File: src/rtl/id_ex_stage_reg_if.sv
// ID->EX bus: decode/register-file operands and control going in, EX-stage copies and
// the RAW hazard flag coming back out.
interface id_ex_stage_reg_if;
  logic        freeze;
  logic        flush;
  logic        id_valid;
  logic [3:0]  src1;
  logic [3:0]  src2;
  logic        two_src;
  logic [31:0] rn_val;
  logic [31:0] rm_val;
  logic [3:0]  dest;
  logic [8:0]  ctrl_in;
  logic [24:0] instr_in;
  logic [31:0] pc_in;
  logic [3:0]  status_in;

  logic        hazard;
  logic        ex_valid;
  logic [8:0]  ex_ctrl;
  logic [31:0] ex_rn_val;
  logic [31:0] ex_rm_val;
  logic [3:0]  ex_dest;
  logic [3:0]  ex_src1;
  logic [3:0]  ex_src2;
  logic [24:0] ex_instr;
  logic [31:0] ex_pc;
  logic [3:0]  ex_status;

  modport master (
    output freeze, flush, id_valid, src1, src2, two_src, rn_val, rm_val, dest,
           ctrl_in, instr_in, pc_in, status_in,
    input  hazard, ex_valid, ex_ctrl, ex_rn_val, ex_rm_val, ex_dest, ex_src1, ex_src2,
           ex_instr, ex_pc, ex_status
  );

  modport slave (
    input  freeze, flush, id_valid, src1, src2, two_src, rn_val, rm_val, dest,
           ctrl_in, instr_in, pc_in, status_in,
    output hazard, ex_valid, ex_ctrl, ex_rn_val, ex_rm_val, ex_dest, ex_src1, ex_src2,
           ex_instr, ex_pc, ex_status
  );
endinterface

File: src/rtl/id_ex_stage_reg.sv
// ID->EX pipeline register with a two-entry (EX, MEM) destination scoreboard that
// detects RAW hazards and inserts bubbles while IF/ID is frozen.
module id_ex_stage_reg #(
  parameter bit FORWARD_EN = 1'b0
) (
  input logic               clk,
  input logic               rst,
  id_ex_stage_reg_if.slave  bus
);

  logic        vld_p1;
  logic [8:0]  ctrl_p1;
  logic [31:0] rn_val_p1;
  logic [31:0] rm_val_p1;
  logic [3:0]  dest_p1;
  logic [3:0]  src1_p1;
  logic [3:0]  src2_p1;
  logic [24:0] instr_p1;
  logic [31:0] pc_p1;
  logic [3:0]  status_p1;

  logic        vld_p2;
  logic [3:0]  dest_p2;
  logic        wb_en_p2;

  logic        hazard;

  // ctrl layout: [8]=wb_en, [7]=mem_r_en
  function automatic logic src_match(
    input logic [3:0] s,
    input logic       ex_v,
    input logic [3:0] ex_dest,
    input logic       ex_wb,
    input logic       ex_mr,
    input logic       mem_v,
    input logic [3:0] mem_dest,
    input logic       mem_wb
  );
    if (FORWARD_EN)
      return ex_v & ex_mr & (ex_dest == s);
    else
      return (ex_v & ex_wb & (ex_dest == s)) | (mem_v & mem_wb & (mem_dest == s));
  endfunction

  always_comb begin
    hazard = bus.id_valid &
      (src_match(bus.src1, vld_p1, dest_p1, ctrl_p1[8], ctrl_p1[7], vld_p2, dest_p2, wb_en_p2) |
       (bus.two_src &
        src_match(bus.src2, vld_p1, dest_p1, ctrl_p1[8], ctrl_p1[7], vld_p2, dest_p2, wb_en_p2)));
  end

  // ID -> EX (p1) and EX -> MEM scoreboard (p2)
  always_ff @(posedge clk) begin
    if (!rst) begin
      vld_p1    <= 1'b0;
      ctrl_p1   <= '0;
      rn_val_p1 <= '0;
      rm_val_p1 <= '0;
      dest_p1   <= '0;
      src1_p1   <= '0;
      src2_p1   <= '0;
      instr_p1  <= '0;
      pc_p1     <= '0;
      status_p1 <= '0;
      vld_p2    <= 1'b0;
      dest_p2   <= '0;
      wb_en_p2  <= 1'b0;
    end else if (!bus.freeze) begin
      vld_p2   <= vld_p1;
      dest_p2  <= dest_p1;
      wb_en_p2 <= ctrl_p1[8];
      if (bus.flush || hazard || !bus.id_valid) begin
        vld_p1    <= 1'b0;
        ctrl_p1   <= '0;
        rn_val_p1 <= '0;
        rm_val_p1 <= '0;
        dest_p1   <= '0;
        src1_p1   <= '0;
        src2_p1   <= '0;
        instr_p1  <= '0;
        pc_p1     <= '0;
        status_p1 <= '0;
      end else begin
        vld_p1    <= 1'b1;
        ctrl_p1   <= bus.ctrl_in;
        rn_val_p1 <= bus.rn_val;
        rm_val_p1 <= bus.rm_val;
        dest_p1   <= bus.dest;
        src1_p1   <= bus.src1;
        src2_p1   <= bus.src2;
        instr_p1  <= bus.instr_in;
        pc_p1     <= bus.pc_in;
        status_p1 <= bus.status_in;
      end
    end
  end

  assign bus.hazard    = hazard;
  assign bus.ex_valid  = vld_p1;
  assign bus.ex_ctrl   = ctrl_p1;
  assign bus.ex_rn_val = rn_val_p1;
  assign bus.ex_rm_val = rm_val_p1;
  assign bus.ex_dest   = dest_p1;
  assign bus.ex_src1   = src1_p1;
  assign bus.ex_src2   = src2_p1;
  assign bus.ex_instr  = instr_p1;
  assign bus.ex_pc     = pc_p1;
  assign bus.ex_status = status_p1;

endmodule

File: src/flat_wrapper.sv
// flat-port wrapper written by rule: the top's interface ports become plain ports
module id_ex_stage_reg_flat 
#(
  parameter bit FORWARD_EN = 1'b0
)
  (clk, rst, bus_freeze, bus_flush, bus_id_valid, bus_src1, bus_src2, bus_two_src, bus_rn_val, bus_rm_val, bus_dest, bus_ctrl_in, bus_instr_in, bus_pc_in, bus_status_in, bus_hazard, bus_ex_valid, bus_ex_ctrl, bus_ex_rn_val, bus_ex_rm_val, bus_ex_dest, bus_ex_src1, bus_ex_src2, bus_ex_instr, bus_ex_pc, bus_ex_status);
  id_ex_stage_reg_if bus_i ();
  input logic clk;
  input logic rst;
  input wire logic [$bits(bus_i.freeze)-1:0] bus_freeze;
  input wire logic [$bits(bus_i.flush)-1:0] bus_flush;
  input wire logic [$bits(bus_i.id_valid)-1:0] bus_id_valid;
  input wire logic [$bits(bus_i.src1)-1:0] bus_src1;
  input wire logic [$bits(bus_i.src2)-1:0] bus_src2;
  input wire logic [$bits(bus_i.two_src)-1:0] bus_two_src;
  input wire logic [$bits(bus_i.rn_val)-1:0] bus_rn_val;
  input wire logic [$bits(bus_i.rm_val)-1:0] bus_rm_val;
  input wire logic [$bits(bus_i.dest)-1:0] bus_dest;
  input wire logic [$bits(bus_i.ctrl_in)-1:0] bus_ctrl_in;
  input wire logic [$bits(bus_i.instr_in)-1:0] bus_instr_in;
  input wire logic [$bits(bus_i.pc_in)-1:0] bus_pc_in;
  input wire logic [$bits(bus_i.status_in)-1:0] bus_status_in;
  output wire logic [$bits(bus_i.hazard)-1:0] bus_hazard;
  output wire logic [$bits(bus_i.ex_valid)-1:0] bus_ex_valid;
  output wire logic [$bits(bus_i.ex_ctrl)-1:0] bus_ex_ctrl;
  output wire logic [$bits(bus_i.ex_rn_val)-1:0] bus_ex_rn_val;
  output wire logic [$bits(bus_i.ex_rm_val)-1:0] bus_ex_rm_val;
  output wire logic [$bits(bus_i.ex_dest)-1:0] bus_ex_dest;
  output wire logic [$bits(bus_i.ex_src1)-1:0] bus_ex_src1;
  output wire logic [$bits(bus_i.ex_src2)-1:0] bus_ex_src2;
  output wire logic [$bits(bus_i.ex_instr)-1:0] bus_ex_instr;
  output wire logic [$bits(bus_i.ex_pc)-1:0] bus_ex_pc;
  output wire logic [$bits(bus_i.ex_status)-1:0] bus_ex_status;
  assign bus_i.freeze = bus_freeze;
  assign bus_i.flush = bus_flush;
  assign bus_i.id_valid = bus_id_valid;
  assign bus_i.src1 = bus_src1;
  assign bus_i.src2 = bus_src2;
  assign bus_i.two_src = bus_two_src;
  assign bus_i.rn_val = bus_rn_val;
  assign bus_i.rm_val = bus_rm_val;
  assign bus_i.dest = bus_dest;
  assign bus_i.ctrl_in = bus_ctrl_in;
  assign bus_i.instr_in = bus_instr_in;
  assign bus_i.pc_in = bus_pc_in;
  assign bus_i.status_in = bus_status_in;
  assign bus_hazard = bus_i.hazard;
  assign bus_ex_valid = bus_i.ex_valid;
  assign bus_ex_ctrl = bus_i.ex_ctrl;
  assign bus_ex_rn_val = bus_i.ex_rn_val;
  assign bus_ex_rm_val = bus_i.ex_rm_val;
  assign bus_ex_dest = bus_i.ex_dest;
  assign bus_ex_src1 = bus_i.ex_src1;
  assign bus_ex_src2 = bus_i.ex_src2;
  assign bus_ex_instr = bus_i.ex_instr;
  assign bus_ex_pc = bus_i.ex_pc;
  assign bus_ex_status = bus_i.ex_status;
  id_ex_stage_reg #(.FORWARD_EN(FORWARD_EN)) u_core (.clk(clk), .rst(rst), .bus(bus_i));
endmodule
File: config.mk
export PLATFORM = sky130hd
export DESIGN_NAME = id_ex_stage_reg_flat
export DESIGN_NICKNAME = d
export VERILOG_FILES = /design/src/rtl/id_ex_stage_reg_if.sv /design/src/rtl/id_ex_stage_reg.sv /design/src/flat_wrapper.sv
export SDC_FILE = /design/constraint.sdc
export NUM_CORES = 1
export LEC_CHECK = 0
export ABC_AREA = 1
export CAP_MARGIN = 15
export CORE_AREA = 4 4 124 126
export CTS_CLUSTER_SIZE = 40
export DETAILED_ROUTE_END_ITERATION = 16
export DIE_AREA = 0 0 128 130
export PLACE_DENSITY = 0.95
export RECOVER_POWER = 25
export SKIP_LAST_GASP = 1
export SYNTH_ARGS = -nofsm -noshare
export SYNTH_HDL_FRONTEND = slang
export SYNTH_SLANG_ARGS = --single-unit
export TNS_END_PERCENT = 100
File: constraint.sdc
create_clock -name clk -period 3.45 [get_ports clk]
set_input_delay 0.345 -clock clk [delete_from_list [all_inputs] [get_ports clk]]
set_output_delay 0.345 -clock clk [all_outputs]
set_load 0.02 [all_outputs]
==> key figures, run 1 <==
Outcome
  • Outcome: finished with violations
  • Violated checks: max-capacitance violations, max-slew violations

Finish
  • Share of layout cells above drive strength 1: 4.19%
  • Fill cells: 1,098
  • Flip-flop and latch area: 3060 um2
  • Design Area, Final: 9550 um2
  • Inserted Diodes: 0
  • Layout area overhead: 55.4%
  • Utilization after layout: 66.7%
  • Area of the multi-input gates: 2540 um2
  • Nets: 1,165
  • Commonest non-fill, non-tap cell in the layout: clkdlybuf4s50_1
  • Most frequent cells in the layout: 229 x clkdlybuf4s50_1, 183 x nand2_1, 153 x dfxtp_1

Run
  • MaxCap Viol Count: 1

GRT
  • Remaining global-route overflow: 0
  • Vias in the first global route: 6,326
  • First-pass GRT wire length: 32,300 um
  • Largest net degree at the start of global routing: 148
  • Initial antenna violation count: 0
  • Total track usage: 24.0%

Min path
  • Worst Hold Launch: u_core.bus.ex_pc[25]$_SDFFE_PN0N_
  • Hold EP: u_core.bus.ex_pc[25]$_SDFFE_PN0N_
  • Hold WC Path Type: reg2reg
  • Hold path cells: 2

Timing
  • Tmin final: 2.67 ns
  • Hold Vio Cnt, Final: 0
  • Slew Limit Headroom: -3.31%
  • Fmax: 374 MHz
  • Slew @ Worst Pin: 1.55 ns
  • # setup viols final: 0
  • RSZ-0062 raised after global routing: false
  • Max-slew violations: 79
  • Final Skew: 0.00650 ns
  • Total negative setup slack: 0 ns
  • Tcrit/Tclk final: 77.5%
  • Hold slack: 0.459 ns

Setup path
  • CP Class: in2out
  • CP peak stage delay: 0.69 ns
  • Worst EP arrival: 2.33 ns
  • Crit-path slowest cell: clkdlybuf4s50_1
  • Worst path required time: 3.11 ns
  • Critical path startpoint category: input port
  • CP max FO: 5
  • Reg-to-reg critical path endpoint: u_core.bus.ex_ctrl[1]$_SDFFE_PN0N_
  • Crit end category: primary output
  • Cells along the critical path: clkdlybuf4s50_1 -> inv_1 -> nand2_1 -> nand2_1 -> nor2_1 -> nand3_1 -> nand2_1 -> nand2_4 -> a21oi_1 -> clkdlybuf4s50_1
  • R2R cell count: 11
  • Worst path most repeated cell: nand2_1
  • Flop2flop setup slack: 1.51 ns
  • Reg2reg start: u_core.bus.ex_ctrl[8]$_SDFFE_PN0N_

Clock network
  • Worst-path clk slew: 0.06 ns
  • Sink Count: 153
  • Clk Latency, worst-skew pair: 0.41 ns
  • TritonCTS Buffers: 17
  • Clock root buffer: clkbuf_16
  • Clock Path Buffers: 2
  • Hold_buf cts: 0
  • Post-CTS Resized: 0
  • H-tree depth: 4
  • Postcts setup bufs: 0
  • TritonCTS clock tree: yes

Place
  • RD Place Congestion: 0.820
  • Placed Instance Area: 9020 um2
  • Post-DP HPWL: 13,900 um
  • Port Buffers: 299

Logic synthesis
  • Distinct cell type count after synthesis: 16
  • #FFs+latches synth: 153
  • Top-area cell type share of the netlist area: 49.8%
  • Mapped cell area: 6140 um2
  • Top cells by area, synth: dfxtp_1 50%, nand4_1 15%, a21oi_1 12%
  • Sequential-to-total area share from yosys stat: 49.8%
  • Largest area contributor in the netlist: dfxtp_1
  • Mapped Cells: 768
  • Synth warn: 0
  • Avg Inst Size Synth: 8.00 um2
  • Syn Nets: 920

Power
  • VDD IR max: 287 uV
  • P per Cell Area: 422 nW/um2
  • LEAKAGE: 3.49 nW
  • Total power: 4.03 mW

Floorplanning
  • Top Ports: 300
  • Core area: 14,300 um2
  • Die footprint: 16,600 um2
  • Cell Rows: 44
  • Die Span Y: 130 um
  • Die X: 128 um
  • Initial Util: 42.9%

Route
  • Post-DRT Antenna Nets: 0
  • DRC: 0
  • Average wire per standard cell: 17.2 um
  • DR vias: 6,658
  • Final WL: 20,800 um
  • DR pass1 iterations: 5
  • DR vias/cell: 5.50
  • Initial drt markers: 616
## state kept, by name (all words and copies together) (netlist names), 9 cells and up
| register | count |
|---|---|
| u_core.bus.ex_rn_val | 32 |
| u_core.bus.ex_instr | 25 |
| u_core.bus.ex_pc | 32 |
| u_core.bus.ex_ctrl | 9 |
| u_core.bus.ex_rm_val | 32 |
## area by class of cell
class / count / share of cell area, %
Sequential cell: 153 / 32.1
Timing Repair Buffer: 308 / 32.5
Inverter: 19 / 0.799
Clock inverter: 12 / 1.07
Clock buffer: 20 / 4.57
Tap cell: 184 / 2.41
Multi-Input combinational cell: 514 / 26.6
## metal layers
metal  up-vias  global-route usage, %  part of all wire, %
met3        51                   7.98                  9.1
met4         0                   10.6                  3.5
li1       3183                      -                    -
met1      3135                   28.6                   39
met5         -                      0                    0
met2       289                   39.6                   49
## Yosys cell counts (all sizes together)
cell	n
nand2	184
dfxtp	153
a21oi	152
nand4	146
buf	48
clkbuf	34
inv	19
nor2	16
o21ai	6
nand3	5
xnor2	4
nor3	1
## metrics by stage
stage               setup WS [ns]  std cells
finish                      0.778       1210
global placement            0.846       1178
detailed placement          0.820       1178
global route                0.656       1210
CTS                         0.796       1210
floorplan                    1.50        768
## cells by family (layout without fill, tap and decap cells)
| group | count (synthesis) | in the layout | share of synthesized area, % |
|---|---|---|---|
| AND/OR/NAND/NOR | 352 | 352 | 27.7 |
| XOR/XNOR | 4 | 4 | 0.570 |
| flip-flops | 153 | 153 | 49.8 |
| AO/OA/AOI/OAI | 158 | 158 | 12.9 |
| buffers and inverters | 101 | 359 | 9.02 |
## critical path, delay by kind of cell
kind / cells / cell delay [ns]
buffers and inverters: 3 / 1.36
and+or+nand+nor: 6 / 0.46
AOI/OAI and AO/OA: 1 / 0.15
## power breakdown
| part | internal [mW] | total [mW] | leakage [nW] | switching, mW |
|---|---|---|---|---|
| Sequential | 1.81 | 1.84 | 1.24 | 0.0248 |
| Clock | 0.988 | 1.70 | 0.256 | 0.715 |
| Combinational | 0.262 | 0.488 | 1.99 | 0.226 |
| Total | 3.06 | 4.03 | 3.49 | 0.966 |
## how the worst max path moves through the flow
stage	startpoint	to	cells after the start
final	bus_src2[3]	bus_hazard	10
after global placement	bus_src1[3]	bus_hazard	10
after global routing	u_core.bus.ex_dest[3]$_SDFFE_PN0N_	bus_hazard	9
after floorplan	u_core.bus.ex_dest[1]$_SDFFE_PN0N_	bus_hazard	10
after CTS	bus_src2[3]	bus_hazard	10
after detailed placement	bus_src1[3]	bus_hazard	10
(Power assumes the default switching activity.)
==> inputs of run 2 (changes only) <==
--- a/config.mk
+++ b/config.mk
@@ -7,11 +7,11 @@
 export LEC_CHECK = 0
 export ABC_AREA = 1
 export CAP_MARGIN = 15
-export CORE_AREA = 4 4 124 126
+export CORE_AREA = 4 4 128 130
 export CTS_CLUSTER_SIZE = 40
 export DETAILED_ROUTE_END_ITERATION = 16
-export DIE_AREA = 0 0 128 130
-export PLACE_DENSITY = 0.95
+export DIE_AREA = 0 0 132 134
+export PLACE_DENSITY = 0.9
 export RECOVER_POWER = 25
 export SKIP_LAST_GASP = 1
 export SYNTH_ARGS = -nofsm -noshare
==> constraint.sdc (replaced) <==
create_clock -name clk -period 2.8 [get_ports clk]
set_input_delay 0.28 -clock clk [delete_from_list [all_inputs] [get_ports clk]]
set_output_delay 0.28 -clock clk [all_outputs]
set_load 0.02 [all_outputs]
==> key figures, run 2 (synthesized netlist as in run 1, its figures left out) <==
Setup path
  • Critical path startpoint category: flop (was input port)
  • Worst path required time: 2.52 ns (was 3.11 ns)
  • Worst path most repeated cell: nand2_1 (unchanged)
  • CP startpoint: u_core.bus.ex_dest[3]$_SDFFE_PN0N_ (was bus_src2[3])
  • Cells along the critical path: inv_1 -> nand2_1 -> nand2_1 -> nor2_1 -> nand3_1 -> nand2_1 -> nand2_4 -> a21oi_1 -> clkdlybuf4s50_1 (was clkdlybuf4s50_1 -> inv_1 -> nand2_1 -> nand2_1 -> nor2_1 -> nand3_1 -> nand2_1 -> nand2_4 -> a21oi_1 -> clkdlybuf4s50_1)
  • Crit-path slowest cell: clkdlybuf4s50_1 (unchanged)
  • Reg2reg start: u_core.bus.ex_dest[0]$_SDFFE_PN0N_ (was u_core.bus.ex_ctrl[8]$_SDFFE_PN0N_)
  • Crit end category: primary output (unchanged)
  • CP peak stage delay: 0.68 ns (was 0.69 ns)
  • CP Class: reg2out (was in2out)
  • Worst EP arrival: 2.27 ns (was 2.33 ns)
  • CP max FO: 6 (was 5)

GRT
  • Met2 GRT Util: 35.0% (was 39.6%)
  • Vias in the first global route: 6,021 (was 6,326)
  • Remaining global-route overflow: 0 (unchanged)
  • Met1 Usage GRT: 26.0% (was 28.6%)
  • Total track usage: 21.6% (was 24.0%)
  • Global route hottest layer: met2 (unchanged)
  • Initial antenna violation count: 0 (unchanged)
  • GRT met3 Usage: 8.51% (was 7.98%)
  • Largest net degree at the start of global routing: 159 (was 148)
  • First-pass GRT wire length: 31,500 um (was 32,300 um)

Route
  • Initial drt markers: 447 (was 616)
  • DR vias: 6,534 (was 6,658)
  • DR pass1 iterations: 5 (unchanged)
  • Post-DRT Antenna Nets: 0 (unchanged)
  • DR vias/cell: 5.39 (was 5.50)
  • Average wire per standard cell: 16.8 um (was 17.2 um)
  • DRC: 0 (unchanged)
  • Final WL: 20,400 um (was 20,800 um)

Timing
  • Final setup margin: 0.252 ns (was 0.778 ns)
  • Tcrit/Tclk final: 91.0%
  • Slew Limit Headroom: -18.5% (was -3.31%)
  • Total negative setup slack: 0 ns (unchanged)
  • Fmax: 392 MHz
  • Tmin final: 2.55 ns
  • Final Skew: 0.0103 ns (was 0.00650 ns)
  • # setup viols final: 0 (unchanged)
  • RSZ-0062 raised after global routing: false (unchanged)
  • Max-slew violations: 159 (was 79)
  • Slew @ Worst Pin: 1.78 ns (was 1.55 ns)
  • Hold Vio Cnt, Final: 0 (unchanged)

Floorplanning
  • Cell Rows: 45 (was 44)
  • Die footprint: 17,700 um2 (was 16,600 um2)
  • Core area: 15,100 um2 (was 14,300 um2)
  • Die X: 132 um (was 128 um)
  • Initial Util: 40.6% (was 42.9%)
  • Top Ports: 300 (unchanged)
  • Die Span Y: 134 um (was 130 um)

Finish
  • Commonest non-fill, non-tap cell in the layout: clkdlybuf4s50_1 (unchanged)
  • Layout area overhead: 56.7% (was 55.4%)
  • Area of the multi-input gates: 2540 um2 (unchanged)
  • Nets: 1,163 (was 1,165)
  • Share of layout cells above drive strength 1: 4.00% (was 4.19%)
  • Inserted Diodes: 0 (unchanged)
  • Flip-flop and latch area: 3060 um2 (unchanged)
  • Fill cells: 1,211 (was 1,098)
  • Most frequent cells in the layout: 229 x clkdlybuf4s50_1, 183 x nand2_1, 153 x dfxtp_1 (unchanged)

Clock network
  • Worst-path clk slew: 0.07 ns (was 0.06 ns)
  • H-tree depth: 4 (unchanged)
  • Postcts setup bufs: 0 (unchanged)
  • Sink Count: 153 (unchanged)
  • Hold_buf cts: 0 (unchanged)
  • Clock Path Buffers: 2 (unchanged)
  • TritonCTS Buffers: 17 (unchanged)
  • Clk Latency, worst-skew pair: 0.42 ns (was 0.41 ns)
  • Post-CTS Resized: 0 (unchanged)
  • Clock root buffer: clkbuf_16 (unchanged)
  • TritonCTS clock tree: yes (unchanged)

Power
  • LEAKAGE: 3.52 nW (was 3.49 nW)
  • VDD IR max: 364 uV (was 287 uV)
  • P per Cell Area: 543 nW/um2 (was 422 nW/um2)

Outcome
  • Violated checks: max-capacitance violations, max-slew violations (unchanged)
  • Outcome: finished with violations (unchanged)

Min path
  • Hold WC Path Type: in2reg (was reg2reg)
  • Worst Hold Launch: bus_instr_in[7] (was u_core.bus.ex_pc[25]$_SDFFE_PN0N_)

Place
  • RD Place Congestion: 0.844 (was 0.820)
  • Place WS: 0.325 ns (was 0.820 ns)
  • Post-DP HPWL: 13,100 um (was 13,900 um)
  • Port Buffers: 299 (unchanged)

Run
  • MaxCap Viol Count: 1 (unchanged)
[run 2: layout make-up]
cell class / count / area share, %
Tap cell: 188 / 2.44
Clock inverter: 13 / 1.73
Multi-Input combinational cell: 514 / 26.4
Inverter: 19 / 0.793
Sequential cell: 153 / 31.8
Clock buffer: 19 / 4.50
Timing Repair Buffer: 306 / 32.3
[run 2: layer usage]
metal	vias up	part of all wire, %
met1	3028	40
met3	40	9.3
met4	0	2.8
li1	3173	-
met5	-	0
met2	293	48
[run 2: critical path, delay by kind of cell, from the launching register on]
family                 cells  cell delay [ns]
AND/OR/NAND/NOR            6             0.45
buffers and inverters      2             0.80
flip-flops                 1             0.48
AO/OA/AOI/OAI              1             0.12
[run 2: power breakdown]
group	switching, mW	total (mW)	leakage (nW)	internal [mW]
logic	0.276	0.602	1.98	0.326
clock network	0.946	2.36	0.290	1.41
registers	0.0299	2.26	1.24	2.23
[run 2: metrics by stage]
| stage | util [%] | power [mW] | area [um2] | hold WS (ns) | instances |
|---|---|---|---|---|---|
| floorplan | - | 2.55 | 6140 | 0.416 | 768 |
| global placement | 59.7 | 2.92 | 9040 | 0.442 | 1180 |
| detailed placement | 59.7 | 2.92 | 9040 | 0.455 | 1180 |
| CTS | 63.7 | 5.29 | 9640 | 0.422 | 1212 |
| global route | 63.6 | 5.40 | 9630 | 0.432 | 1212 |
| finish | 63.6 | 5.22 | 9630 | 0.446 | 1212 |
[run 2: path summary, 6_finish.rpt]
kind                                    endpoint  slack [ns]  depth (start not counted)
max reg2reg   u_core.bus.ex_src2[0]$_SDFFE_PN0N_        0.80                          9
min          u_core.bus.ex_instr[7]$_SDFFE_PN0N_        0.45                          3
max                                   bus_hazard        0.25                          9
min reg2reg     u_core.bus.ex_pc[9]$_SDFFE_PN0N_        0.46                          2
==> inputs of run 3 (changes only) <==
--- a/config.mk
+++ b/config.mk
@@ -7,10 +7,10 @@
 export LEC_CHECK = 0
 export ABC_AREA = 1
 export CAP_MARGIN = 15
-export CORE_AREA = 4 4 128 130
+export CORE_AREA = 8 8 132 134
 export CTS_CLUSTER_SIZE = 40
 export DETAILED_ROUTE_END_ITERATION = 16
-export DIE_AREA = 0 0 132 134
+export DIE_AREA = 0 0 140 142
 export PLACE_DENSITY = 0.9
 export RECOVER_POWER = 25
 export SKIP_LAST_GASP = 1
==> key figures, run 3 (synthesized netlist as in run 1, its figures left out) <==
Timing
  • Hold Vio Cnt, Final: 0 (unchanged)
  • Final Skew: 0.00593 ns (was 0.0103 ns)
  • Slew @ Worst Pin: 1.78 ns (about the same)
  • Tcrit/Tclk final: 89.2% (was 91.0%)
  • # setup viols final: 0 (unchanged)
  • Hold slack: 0.449 ns (was 0.446 ns)
  • Fmax: 400 MHz (was 392 MHz)
  • Max-slew violations: 159 (unchanged)
  • Slew Limit Headroom: -18.6% (was -18.5%)
  • Total negative setup slack: 0 ns (unchanged)
  • Tmin final: 2.50 ns (was 2.55 ns)
  • RSZ-0062 raised after global routing: false (unchanged)

Route
  • DR pass1 iterations: 5 (unchanged)
  • Initial drt markers: 351 (was 447)
  • DR vias/cell: 5.43 (was 5.39)
  • Average wire per standard cell: 17.9 um (was 16.8 um)
  • DR vias: 6,603 (was 6,534)
  • DRC: 0 (unchanged)
  • Post-DRT Antenna Nets: 0 (unchanged)
  • Final WL: 21,800 um (was 20,400 um)

Clock network
  • Clk Latency, worst-skew pair: 0.41 ns (was 0.42 ns)
  • Clock Path Buffers: 2 (unchanged)
  • Worst-path clk slew: 0.06 ns (was 0.07 ns)
  • Sink Count: 153 (unchanged)
  • Post-CTS Resized: 0 (unchanged)
  • Postcts setup bufs: 0 (unchanged)
  • Hold_buf cts: 0 (unchanged)
  • Clock root buffer: clkbuf_16 (unchanged)
  • TritonCTS Buffers: 17 (unchanged)
  • H-tree depth: 4 (unchanged)
  • TritonCTS clock tree: yes (unchanged)

Finish
  • Inserted Diodes: 0 (unchanged)
  • Commonest non-fill, non-tap cell in the layout: clkdlybuf4s50_1 (unchanged)
  • Most frequent cells in the layout: 229 x clkdlybuf4s50_1, 183 x nand2_1, 153 x dfxtp_1 (unchanged)
  • Nets: 1,163 (unchanged)
  • Layout area overhead: 56.9% (was 56.7%)
  • Share of layout cells above drive strength 1: 4.10% (was 4.00%)

Setup path
  • Critical path startpoint category: flop (unchanged)
  • Crit end category: primary output (unchanged)
  • Buf/Inv on CP: 3 (was 2)
  • Worst EP arrival: 2.22 ns (was 2.27 ns)
  • CP Class: reg2out (unchanged)
  • CP max FO: 6 (unchanged)
  • Crit-path slowest cell: clkdlybuf4s50_1 (unchanged)
  • Cells along the critical path: inv_1 -> nand2_1 -> nand2_1 -> nor2_1 -> nand3_1 -> nand2_1 -> inv_4 -> a21oi_1 -> clkdlybuf4s50_1 (was inv_1 -> nand2_1 -> nand2_1 -> nor2_1 -> nand3_1 -> nand2_1 -> nand2_4 -> a21oi_1 -> clkdlybuf4s50_1)
  • Worst path most repeated cell: nand2_1 (unchanged)
  • Top Family by Delay on Critical Path: buffers and inverters (unchanged)
  • Worst path required time: 2.52 ns (about the same)
  • CP peak stage delay: 0.68 ns (about the same)

Power
  • LEAKAGE: 3.52 nW (about the same)
  • P per Cell Area: 544 nW/um2 (was 543 nW/um2)
  • VDD IR max: 399 uV (was 364 uV)

Floorplanning
  • Die Span Y: 142 um (was 134 um)
  • Die X: 140 um (was 132 um)
  • Core area: 15,400 um2 (was 15,100 um2)
  • Die footprint: 19,900 um2 (was 17,700 um2)
  • Top Ports: 300 (unchanged)
  • Cell Rows: 46 (was 45)
  • Initial Util: 39.8% (was 40.6%)

Outcome
  • Violated checks: max-capacitance violations, max-slew violations (unchanged)
  • Outcome: finished with violations (unchanged)

GRT
  • Vias in the first global route: 6,376 (was 6,021)
  • Total track usage: 21.1% (was 21.6%)
  • First-pass GRT wire length: 33,900 um (was 31,500 um)
  • Remaining global-route overflow: 0 (unchanged)
  • Largest net degree at the start of global routing: 159 (unchanged)
  • Initial antenna violation count: 0 (unchanged)

Place
  • RD Place Congestion: 0.837 (was 0.844)
  • Post-DP HPWL: 14,500 um (was 13,100 um)
  • Port Buffers: 299 (unchanged)

Run
  • MaxCap Viol Count: 1 (unchanged)

Min path
  • Hold WC Path Type: reg2reg (was in2reg)
[run 3: cell count changes in the layout (fill, tap and decap cells not counted)]
cell and change:
clkbuf_1 -1, clkbuf_8 +1, clkinv_2 -1, clkinvlp_4 +1, inv_6 +1, inv_8 -1
[run 3: power by group]
part	leakage, nW	switching, mW	internal (mW)
Combinational	1.98	0.280	0.326
Sequential	1.24	0.0298	2.23
Clock	0.291	0.941	1.44
Total	3.52	1.25	4.00
[run 3: layout make-up]
| class | count | area [um2] |
|---|---|---|
| clock buffer | 19 | 443 |
| inverter | 19 | 76.3 |
| tap | 192 | 240 |
| timing repair buffer | 306 | 3110 |
| multi-input combinational | 514 | 2540 |
| sequential | 153 | 3060 |
| fill | 1282 | 5780 |
| clock inverter | 13 | 166 |
[run 3: stage by stage]
stage          util [%]  total power, mW  instances  setup WS (ns)  cell area, um2
6_report           62.5             5.25       1216          0.302            9640
5_1_grt            62.5             5.46       1216          0.114            9640
4_1_cts            62.6             5.32       1216          0.279            9660
3_5_place_dp       58.7             2.93       1184          0.341            9050
3_3_place_gp       58.7             2.92       1184          0.340            9050
2_1_floorplan         -             2.55        768          0.920            6140
[run 3: worst min-delay path, stage by stage, from the launching register on]
cell and delay, ns:
dfxtp_1 0.30, nand2_1 0.05, a21oi_1 0.05
[run 3: path summary, 6_finish.rpt]
check                                          start                               endpoint  slack [ns]  cells past startpoint
setup / recovery  u_core.bus.ex_dest[1]$_SDFFE_PN0N_                             bus_hazard        0.30                      9
hold / removal      u_core.bus.ex_pc[9]$_SDFFE_PN0N_       u_core.bus.ex_pc[9]$_SDFFE_PN0N_        0.45                      2
setup reg to reg  u_core.bus.ex_dest[0]$_SDFFE_PN0N_  u_core.bus.ex_rn_val[11]$_SDFFE_PN0N_        0.84                      9
hold reg to reg     u_core.bus.ex_pc[9]$_SDFFE_PN0N_       u_core.bus.ex_pc[9]$_SDFFE_PN0N_        0.45                      2
[run 3: layer usage]
layer | vias up | GRT usage [%] | wire length, um
met5 | - | 0 | 0
met4 | 0 | 8.57 | 620
met3 | 41 | 8.25 | 2190
met2 | 288 | 34.3 | 10300
met1 | 3099 | 24.5 | 8620
li1 | 3175 | - | -
